[config.mk]
export PLATFORM = sky130hd
export DESIGN_NAME = uart_tx_arbiter
export DESIGN_NICKNAME = d
export VERILOG_FILES = /design/src/rtl/uart_tx_arbiter.sv
export SDC_FILE = /design/constraint.sdc
export NUM_CORES = 1
export LEC_CHECK = 0
export BUFFER_PORTS_ARGS = -buffer_cell sky130_fd_sc_hd__buf_2
export CAP_MARGIN = 10
export CORE_ASPECT_RATIO = 1.1
export CORE_MARGIN = 2
export CORE_UTILIZATION = 46
export CTS_BUF_LIST = sky130_fd_sc_hd__clkbuf_4
export DETAILED_ROUTE_END_ITERATION = 8
export PLACE_DENSITY = 0.78
export SETUP_SLACK_MARGIN = 0.2
export SKIP_CTS_REPAIR_TIMING = 1
export SLEW_MARGIN = 5
export SYNTH_ARGS = -nofsm -noshare
export SYNTH_HDL_FRONTEND = slang
export SYNTH_SLANG_ARGS = --single-unit
[constraint.sdc]
create_clock -name CLK -period 2.1 [get_ports CLK]
set_input_delay 0.42 -clock CLK [delete_from_list [all_inputs] [get_ports CLK]]
set_output_delay 0.42 -clock CLK [all_outputs]
set_load 0.1 [all_outputs]
[src/rtl/uart_tx_arbiter.sv]
// uart_tx_arbiter: round-robin arbiter that lets NUM_REQ byte sources share one
// UART transmitter. One pending byte is launched as a single-cycle
// TX_DATA_VALID/P_DATA pulse. The arbiter then follows TX_BUSY through the
// whole frame and rotates priority past the requester that was served.
//
// Optional feature: define UART_TX_ARB_WDOG_EN to enable a launch watchdog.
// If TX_BUSY does not rise within WDOG_CYCLES cycles of a launch, TO_ERR
// pulses and the arbiter returns to IDLE. Without the macro, the arbiter waits
// indefinitely for TX_BUSY and TO_ERR is tied low.
module uart_tx_arbiter #(
    parameter int DATA_WIDTH  = 8,
    parameter int NUM_REQ     = 4,
    parameter int WDOG_CYCLES = 16,
    localparam int ID_W       = $clog2(NUM_REQ)
) (
    input  logic                          CLK,
    input  logic                          RST,
    input  logic [NUM_REQ-1:0]            REQ,
    input  logic [NUM_REQ*DATA_WIDTH-1:0] REQ_DATA,
    output logic [NUM_REQ-1:0]            GNT,
    input  logic                          TX_BUSY,
    output logic                          TX_DATA_VALID,
    output logic [DATA_WIDTH-1:0]         TX_P_DATA,
    output logic [ID_W-1:0]               ACTIVE_ID,
    output logic                          FRAME_DONE,
    output logic                          TO_ERR
);

    // Elaboration-time guard on the supported configuration range.
    if (NUM_REQ < 2 || NUM_REQ > 8 || WDOG_CYCLES < 1) begin : g_param_check
        $error("uart_tx_arbiter: NUM_REQ must be 2..8 and WDOG_CYCLES >= 1");
    end

    typedef enum logic [1:0] {
        IDLE,       // free; may launch when a request is pending and TX is idle
        WAIT_BUSY,  // launched; waiting for the transmitter to raise busy
        WAIT_DONE   // frame in flight; waiting for busy to fall
    } state_t;

    state_t                  state,     state_nxt;
    logic [ID_W-1:0]         ptr,       ptr_nxt;
    logic [NUM_REQ-1:0]      gnt_q,     gnt_nxt;
    logic                    dv_q,      dv_nxt;
    logic [DATA_WIDTH-1:0]   data_q,    data_nxt;
    logic [ID_W-1:0]         id_q,      id_nxt;
    logic                    done_q,    done_nxt;

`ifdef UART_TX_ARB_WDOG_EN
    localparam int CNT_W = $clog2(WDOG_CYCLES + 1);
    logic [CNT_W-1:0]        wdog_cnt,  wdog_cnt_nxt;
    logic                    to_q,      to_nxt;
`endif

    // Round-robin search result: first pending requester at or after ptr.
    logic                    found;
    logic [ID_W-1:0]         win;
    logic [ID_W:0]           scan_idx;
    // Priority pointer to use after the current frame: one past the granted requester.
    logic [ID_W-1:0]         ptr_after;

    // Scan REQ from ptr upward, wrapping modulo NUM_REQ, and take the first set bit.
    always_comb begin
        // NOTE: every combinationally assigned signal receives a default before any
        //       branch, so no path leaves it unassigned and no latch is inferred.
        found    = 1'b0;
        win      = '0;
        scan_idx = '0;
        for (int i = 0; i < NUM_REQ; i++) begin
            scan_idx = {1'b0, ptr} + (ID_W+1)'(i);
            if (scan_idx >= (ID_W+1)'(NUM_REQ)) begin
                scan_idx = scan_idx - (ID_W+1)'(NUM_REQ);
            end
            if (!found && REQ[scan_idx[ID_W-1:0]]) begin
                found = 1'b1;
                win   = scan_idx[ID_W-1:0];
            end
        end
    end

    // Pointer value after the current frame: one past the granted requester, wrapping.
    always_comb begin
        ptr_after = id_q + ID_W'(1);
        if (id_q == ID_W'(NUM_REQ - 1)) begin
            ptr_after = '0;
        end
    end

    // Next state and next registered outputs.
    always_comb begin
        state_nxt = state;
        ptr_nxt   = ptr;
        gnt_nxt   = '0;
        dv_nxt    = 1'b0;
        data_nxt  = data_q;
        id_nxt    = id_q;
        done_nxt  = 1'b0;
`ifdef UART_TX_ARB_WDOG_EN
        wdog_cnt_nxt = wdog_cnt;
        to_nxt       = 1'b0;
`endif
        case (state)
            IDLE: begin
                // A high TX_BUSY here belongs to someone else's frame. Hold off.
                if (found && !TX_BUSY) begin
                    gnt_nxt   = NUM_REQ'(1) << win;
                    dv_nxt    = 1'b1;
                    data_nxt  = REQ_DATA[int'(win)*DATA_WIDTH +: DATA_WIDTH];
                    id_nxt    = win;
                    state_nxt = WAIT_BUSY;
`ifdef UART_TX_ARB_WDOG_EN
                    wdog_cnt_nxt = '0;
`endif
                end
            end
            WAIT_BUSY: begin
                if (TX_BUSY) begin
                    state_nxt = WAIT_DONE;
`ifdef UART_TX_ARB_WDOG_EN
                end else if (wdog_cnt == CNT_W'(WDOG_CYCLES - 1)) begin
                    // The count reaches WDOG_CYCLES at this edge, so give up on this launch.
                    to_nxt    = 1'b1;
                    ptr_nxt   = ptr_after;
                    state_nxt = IDLE;
                end else begin
                    wdog_cnt_nxt = wdog_cnt + CNT_W'(1);
`endif
                end
            end
            WAIT_DONE: begin
                if (!TX_BUSY) begin
                    done_nxt  = 1'b1;
                    ptr_nxt   = ptr_after;
                    state_nxt = IDLE;
                end
            end
            default: begin
                state_nxt = IDLE;
            end
        endcase
    end

    // State and output registers; every output comes straight from a flop.
    always_ff @(posedge CLK or posedge RST) begin
        if (RST) begin
            state  <= IDLE;
            ptr    <= '0;
            gnt_q  <= '0;
            dv_q   <= 1'b0;
            data_q <= '0;
            id_q   <= '0;
            done_q <= 1'b0;
`ifdef UART_TX_ARB_WDOG_EN
            wdog_cnt <= '0;
            to_q     <= 1'b0;
`endif
        end else begin
            // NOTE: non-blocking assignments make all flops update together from
            //       values sampled at the same edge, matching real hardware.
            state  <= state_nxt;
            ptr    <= ptr_nxt;
            gnt_q  <= gnt_nxt;
            dv_q   <= dv_nxt;
            data_q <= data_nxt;
            id_q   <= id_nxt;
            done_q <= done_nxt;
`ifdef UART_TX_ARB_WDOG_EN
            wdog_cnt <= wdog_cnt_nxt;
            to_q     <= to_nxt;
`endif
        end
    end

    assign GNT           = gnt_q;
    assign TX_DATA_VALID = dv_q;
    assign TX_P_DATA     = data_q;
    assign ACTIVE_ID     = id_q;
    assign FRAME_DONE    = done_q;
`ifdef UART_TX_ARB_WDOG_EN
    assign TO_ERR        = to_q;
`else
    assign TO_ERR        = 1'b0;
`endif

    // Invariants: at most one grant, and a grant always coincides with the launch strobe.
    a_gnt_onehot: assert property (@(posedge CLK) disable iff (RST) $onehot0(gnt_q));
    a_gnt_dv:     assert property (@(posedge CLK) disable iff (RST) (|gnt_q) == dv_q);

endmodule

# [After elaboration in Yosys (flattened, before gate mapping)]
# Index checks and enable logic that the tools add are counted.
[op_classes] n_lt_le_gt_ge=8 n_mux=31 bitwise=1 eq_ne=6 addsub=8 n_reduce_logical=12 n_shift=2
[ops] op="indexed part select 32 x 6 -> 8 bit" count=1
[ops] op="two-way mux 2 bit" count=12
[ops] op="less-than comparator 2 x 3 -> 1 bit, second input constant" count=4
[ops] op="two-way mux 1 bit" count=12
[ops] op=">= comparator 3 bit, second input constant" count=3
[ops] op="binary-select mux 1 bit (select 2 bit)" count=4
[ops] op="two-way mux 4 bit" count=2
[ops] op="subtractor 2 x 1 -> 2 bit, second input constant" count=4
[ops] op="adder 2 x 2 -> 3 bit, second input constant" count=2
[ops] op="!= test 2 bit, second input constant" count=3
[ops] op="case mux 2 bit (3 select lines)" count=1
[ops] op="== test 2 bit, second input constant" count=2
[ops] op="logical AND 1 bit" count=4
[ops] op="zero test 1 bit" count=4
[ops] op="AND reduction 2 bit" count=2
[ops] op="<< shifter 1 x 2 -> 4 bit, first input constant" count=1
[ops] op="adder 2 x 1 -> 3 bit, second input constant" count=1
[ops] op=">= comparator 2 x 3 -> 1 bit, second input constant" count=1
[ops] op="AND reduction 3 bit" count=1
[ops] op="adder 2 x 1 -> 2 bit, second input constant" count=1
[ops] op="== test 2 x 1 -> 1 bit, second input constant" count=1
[ops] op="zero test 2 bit" count=1
[ops] op="NOT 1 bit" count=1
[totals] ff_bits=20

# [Logic depth before layout (Yosys ltp)]
[logic_depth] ltp_word=17 depth_mapped=6

# [Worst setup path before layout]
# Ideal clock, no wire load.
[synth_timing] kind="reg-to-reg" startpoint="register id_q[0], in the netlist ACTIVE_ID[0]" endpoint="register ptr[1]" arrival_time_ns=1.552 path_stages_with_launch=3 period_less_slack_ns=1.679 slack_ns=0.421 path_cell_list="dfrtp_1 ha_1 mux2_1"
[synth_between] elab_chain_cells=2 elab_cells_between_ends=3 classes_between="add/sub: 1; eq/ne: 1; mux: 1"
[synth_lines] item="from (decl)" line_no="45" source="logic [ID_W-1:0] id_q, id_nxt;"
[synth_lines] item="from (signal assigned)" line_no="164" source="id_q <= id_nxt;"
[synth_lines] item="adder 2 x 1 -> 2 bit or == test 2 bit (tied branches)" line_no="82, 83"
[synth_lines] item="two-way mux 2 bit *" line_no="83" source="if (id_q == ID_W'(NUM_REQ - 1)) begin"
[synth_lines] item="via ptr_after[1]" line_no="59" source="logic [ID_W-1:0] ptr_after;"
[synth_lines] item="to (signal assigned)" line_no="160" source="ptr <= ptr_nxt;"
[synth_lines] item="to (decl)" line_no="41" source="logic [ID_W-1:0] ptr, ptr_nxt;"
# Mark *: on every way through the listed nets, which the timed path passes. The rest lies on a longest branch.
# A chain may end at the register's enable or synchronous reset.

# [Worst setup path after layout]
[layout_timing] startpoint="register ptr[0]" endpoint="register data_q[3], in the netlist TX_P_DATA[3]"
[layout_between] elab_chain_cells=16 elab_cells_between_ends=40 classes_between="add/sub: 7; order compare: 4; shift: 1; mux: 20; reduce/logical: 8"
[layout_lines] item="branches (longest 16 deep; another with adder 2 x 1 -> 3 bit)"
[layout_lines] item="to (signal assigned)" line_no="163" source="data_q <= data_nxt;"
[layout_lines] item="to (decl)" line_no="44" source="logic [DATA_WIDTH-1:0] data_q, data_nxt;"
# Parallel ways; which one is timed is not known. The select of a mux whose other input is x is not followed.

==> reports/metrics.cfg <==
[sta]
period_share_pct = 79.0
fin_tns_setup_ps = 0
worst_pin_slew_ps = 725
clock_skew_ps = 6.53
rsz0062_at_grt = false
hold_violations = 0
fin_ws_ps = 441
timing.fmax_mhz = 603
fin_crit_ps = 1660
final-setup-viol-count = 0
slew_violations = 0
max_slew_margin_pct = 51.6

[pwr]
power.leakage_uw = 0.000769
p_total_uw = 2440
ir_drop_mv = 1.25
p_per_area_nw_per_um2 = 1690
p_int_uw = 1070
sw_frac_of_total_pct = 56.1
p_comb_share_pct = 62.3
clkPwrFrac_pct = 12.8
seq_power_share_pct = 24.9
p_sw_uw = 1370

[synthesis]
syn-num-nets = 134
ys_types = 31
syn_inst = 94
syn_avg_cell_area_um2 = 11.5
synth_xor_area_share_pct = 0.809
synth.yosys.seq_area_share_pct = 46.2
synth_seq_cells = 20
synthSimpleGateAreaFrac_pct = 11.7
synth_flop_cell = dfrtp_1
synth_compound_area_share_pct = 17.7
synth_edf_count = 0
synth_top_family_by_area = compound AO/OA/AOI/OAI gates
synth_mux_area_share_pct = 16.9
ys_warn_count = 0
syn_area_um2 = 1080
synthAdderAreaFrac_pct = 1.16
synthArstFlopShare_pct = 100

[clock_tree]
cts-htree-levels = 1
cts_tree = done
cts.sinks = 20
clockRootBuffer = clkbuf_4
cts_buffers = 3
clk_pin_slew_worst_paths_ps = 120
cts_buffer_depth = 2
clkLatencyLatePin_ps = 300

[worst_setup_path]
slowest_stage = dfrtp_1
crit_arrival_ps = 1840
worstPathRequired_ps = 2290
crit_buf_inv = 1
end_kind = register
critPathLaunch = ptr[0]
r2r_slack_ps = 440
crit_family = compound AO/OA/AOI/OAI gates
path_class = register to register
cp_max_fo = 21
crit_chain = nor2b_1 > a211o_1 > a21oi_2 > buf_12 > mux2i_1 > o221ai_2
cp_slowest_stage_delay_ps = 400
critPathLaunchType = register
r2r_start = ptr[0]

[drt]
drtIter0Drc = 13
wl_um = 2450
ant_nets = 0
firstDrtPassIters = 4
vias = 952
drc = 0
avgRoutedWirePerCell_um = 13.6
avgViaCountPerCell = 5.29

[placed_design]
gp_congestion = 0.781
dp_slack_ps = 222
io_buffers = 54
hpwl_um = 1890

[floorplan]
chipWidth_um = 50.3
fp.coreArea_um2 = 2230
boundaryPins = 56
start_util_pct = 48.5
die_h_um = 54.9
row_count = 18
dieArea_um2 = 2760

[cells_and_area]
final_cell_mix = buf_2, dfrtp_1, mux2i_1, nand2_1, o221ai_2
diodes = 0
final_common_cell = buf_2
nets = 191
area_growth_pct = 33.1
drive_above_1_share_pct = 49.3
n_fill_cell = 178

[grt]
grt_pass1_vias = 925
antenna_found_initial = 0
grt_pass1_wl_um = 3800
grt.overflow.total = 0
grtUsageTotal_pct = 18.6
grt_max_degree = 22

[run_status]
outcome = completed

[flow_run]
maxCapViolations = 0

[hold_path]
worstHoldPathType = input pin to asynchronous set/reset pin

## stage by stage
step / utilization [%] / hold slack [ps] / cell area [µm²] / instances
finish: 64.6 / 219 / 1440 / 180
global route: 64.6 / 286 / 1440 / 180
CTS: 64.6 / 242 / 1440 / 180
detailed placement: 62.2 / 478 / 1390 / 176
global placement: 62.2 / 469 / 1390 / 176
floorplan: - / 384 / 1080 / 94
## metal layers
metal / track usage, % / vias up / wire length [µm] / part of all wire [%]
met5: 0 / - / 0 / 0
met3: 4.10 / 2 / 123 / 5.0
met2: 34.9 / 38 / 1400 / 57
met4: 6.94 / 0 / 12 / 0.49
met1: 21.0 / 459 / 922 / 38
li1: - / 453 / - / -
## synthesized netlist by cell type (2+ instances only)
cell      instances  area share, %
nand2_2           2            1.2
buf_4             2            1.4
dfrtp_1          20             46
nor3_1            2           0.92
and3_1            2            1.2
nor2_1            2           0.69
nand2_1          12            4.2
mux2i_1          16             15
inv_1             6            2.1
mux2_1            2            2.1
o221ai_2          8             11
## logic make-up (layout without fill, tap and decap cells)
family                     Yosys count  after routing
AOI/OAI and AO/OA                   17             17
xor gates and xnor gates             1              1
adders and majority gates            1              1
buffers and inverters               11             67
DFF                                 20             20
muxes                               18             18
other                                1              1
and+or+nand+nor                     25             25
## worst register-to-register path, stage by stage (launching register included)
cell	delay (ps)
dfrtp_1	400
nor2b_1	80
a211o_1	280
a21oi_2	200
buf_12	200
mux2i_1	270
o221ai_2	130
## sequential cells by signal, indices dropped and copies added, names as in the netlist
name	flops
TX_P_DATA	8
ACTIVE_ID	2
state	2
FRAME_DONE	1
ptr	2
TX_DATA_VALID	1
GNT	4
## area by class of cell
class | instances | area (µm²) | area share, %
clock inverter | 1 | 30.0 | 2.09
sequential | 20 | 500 | 34.8
tap | 30 | 37.5 | 2.61
multi-input combinational | 63 | 526 | 36.5
timing repair buffer | 56 | 298 | 20.7
clock buffer | 3 | 22.5 | 1.56
inverter | 7 | 26.3 | 1.82
## power by group through the flow
stage | clock [µW] | sequential (µW) | combinational, µW
2_1_floorplan | 0 | 1410 | 467
3_3_place_gp | 0 | 610 | 1500
3_5_place_dp | 0 | 610 | 1530
4_1_cts | 320 | 606 | 1530
5_1_grt | 336 | 626 | 1590
6_report | 312 | 607 | 1520
## path summary, 6_finish.rpt
check,endpoint,cells past startpoint
max in group asynchronous,state[0],2
hold / removal,TX_P_DATA[6],2
min in group CLK,state[0],2
setup reg to reg,TX_P_DATA[3],6
setup / recovery,TX_P_DATA[3],6
hold reg to reg,TX_P_DATA[2],2
(Power assumes the default switching activity.)
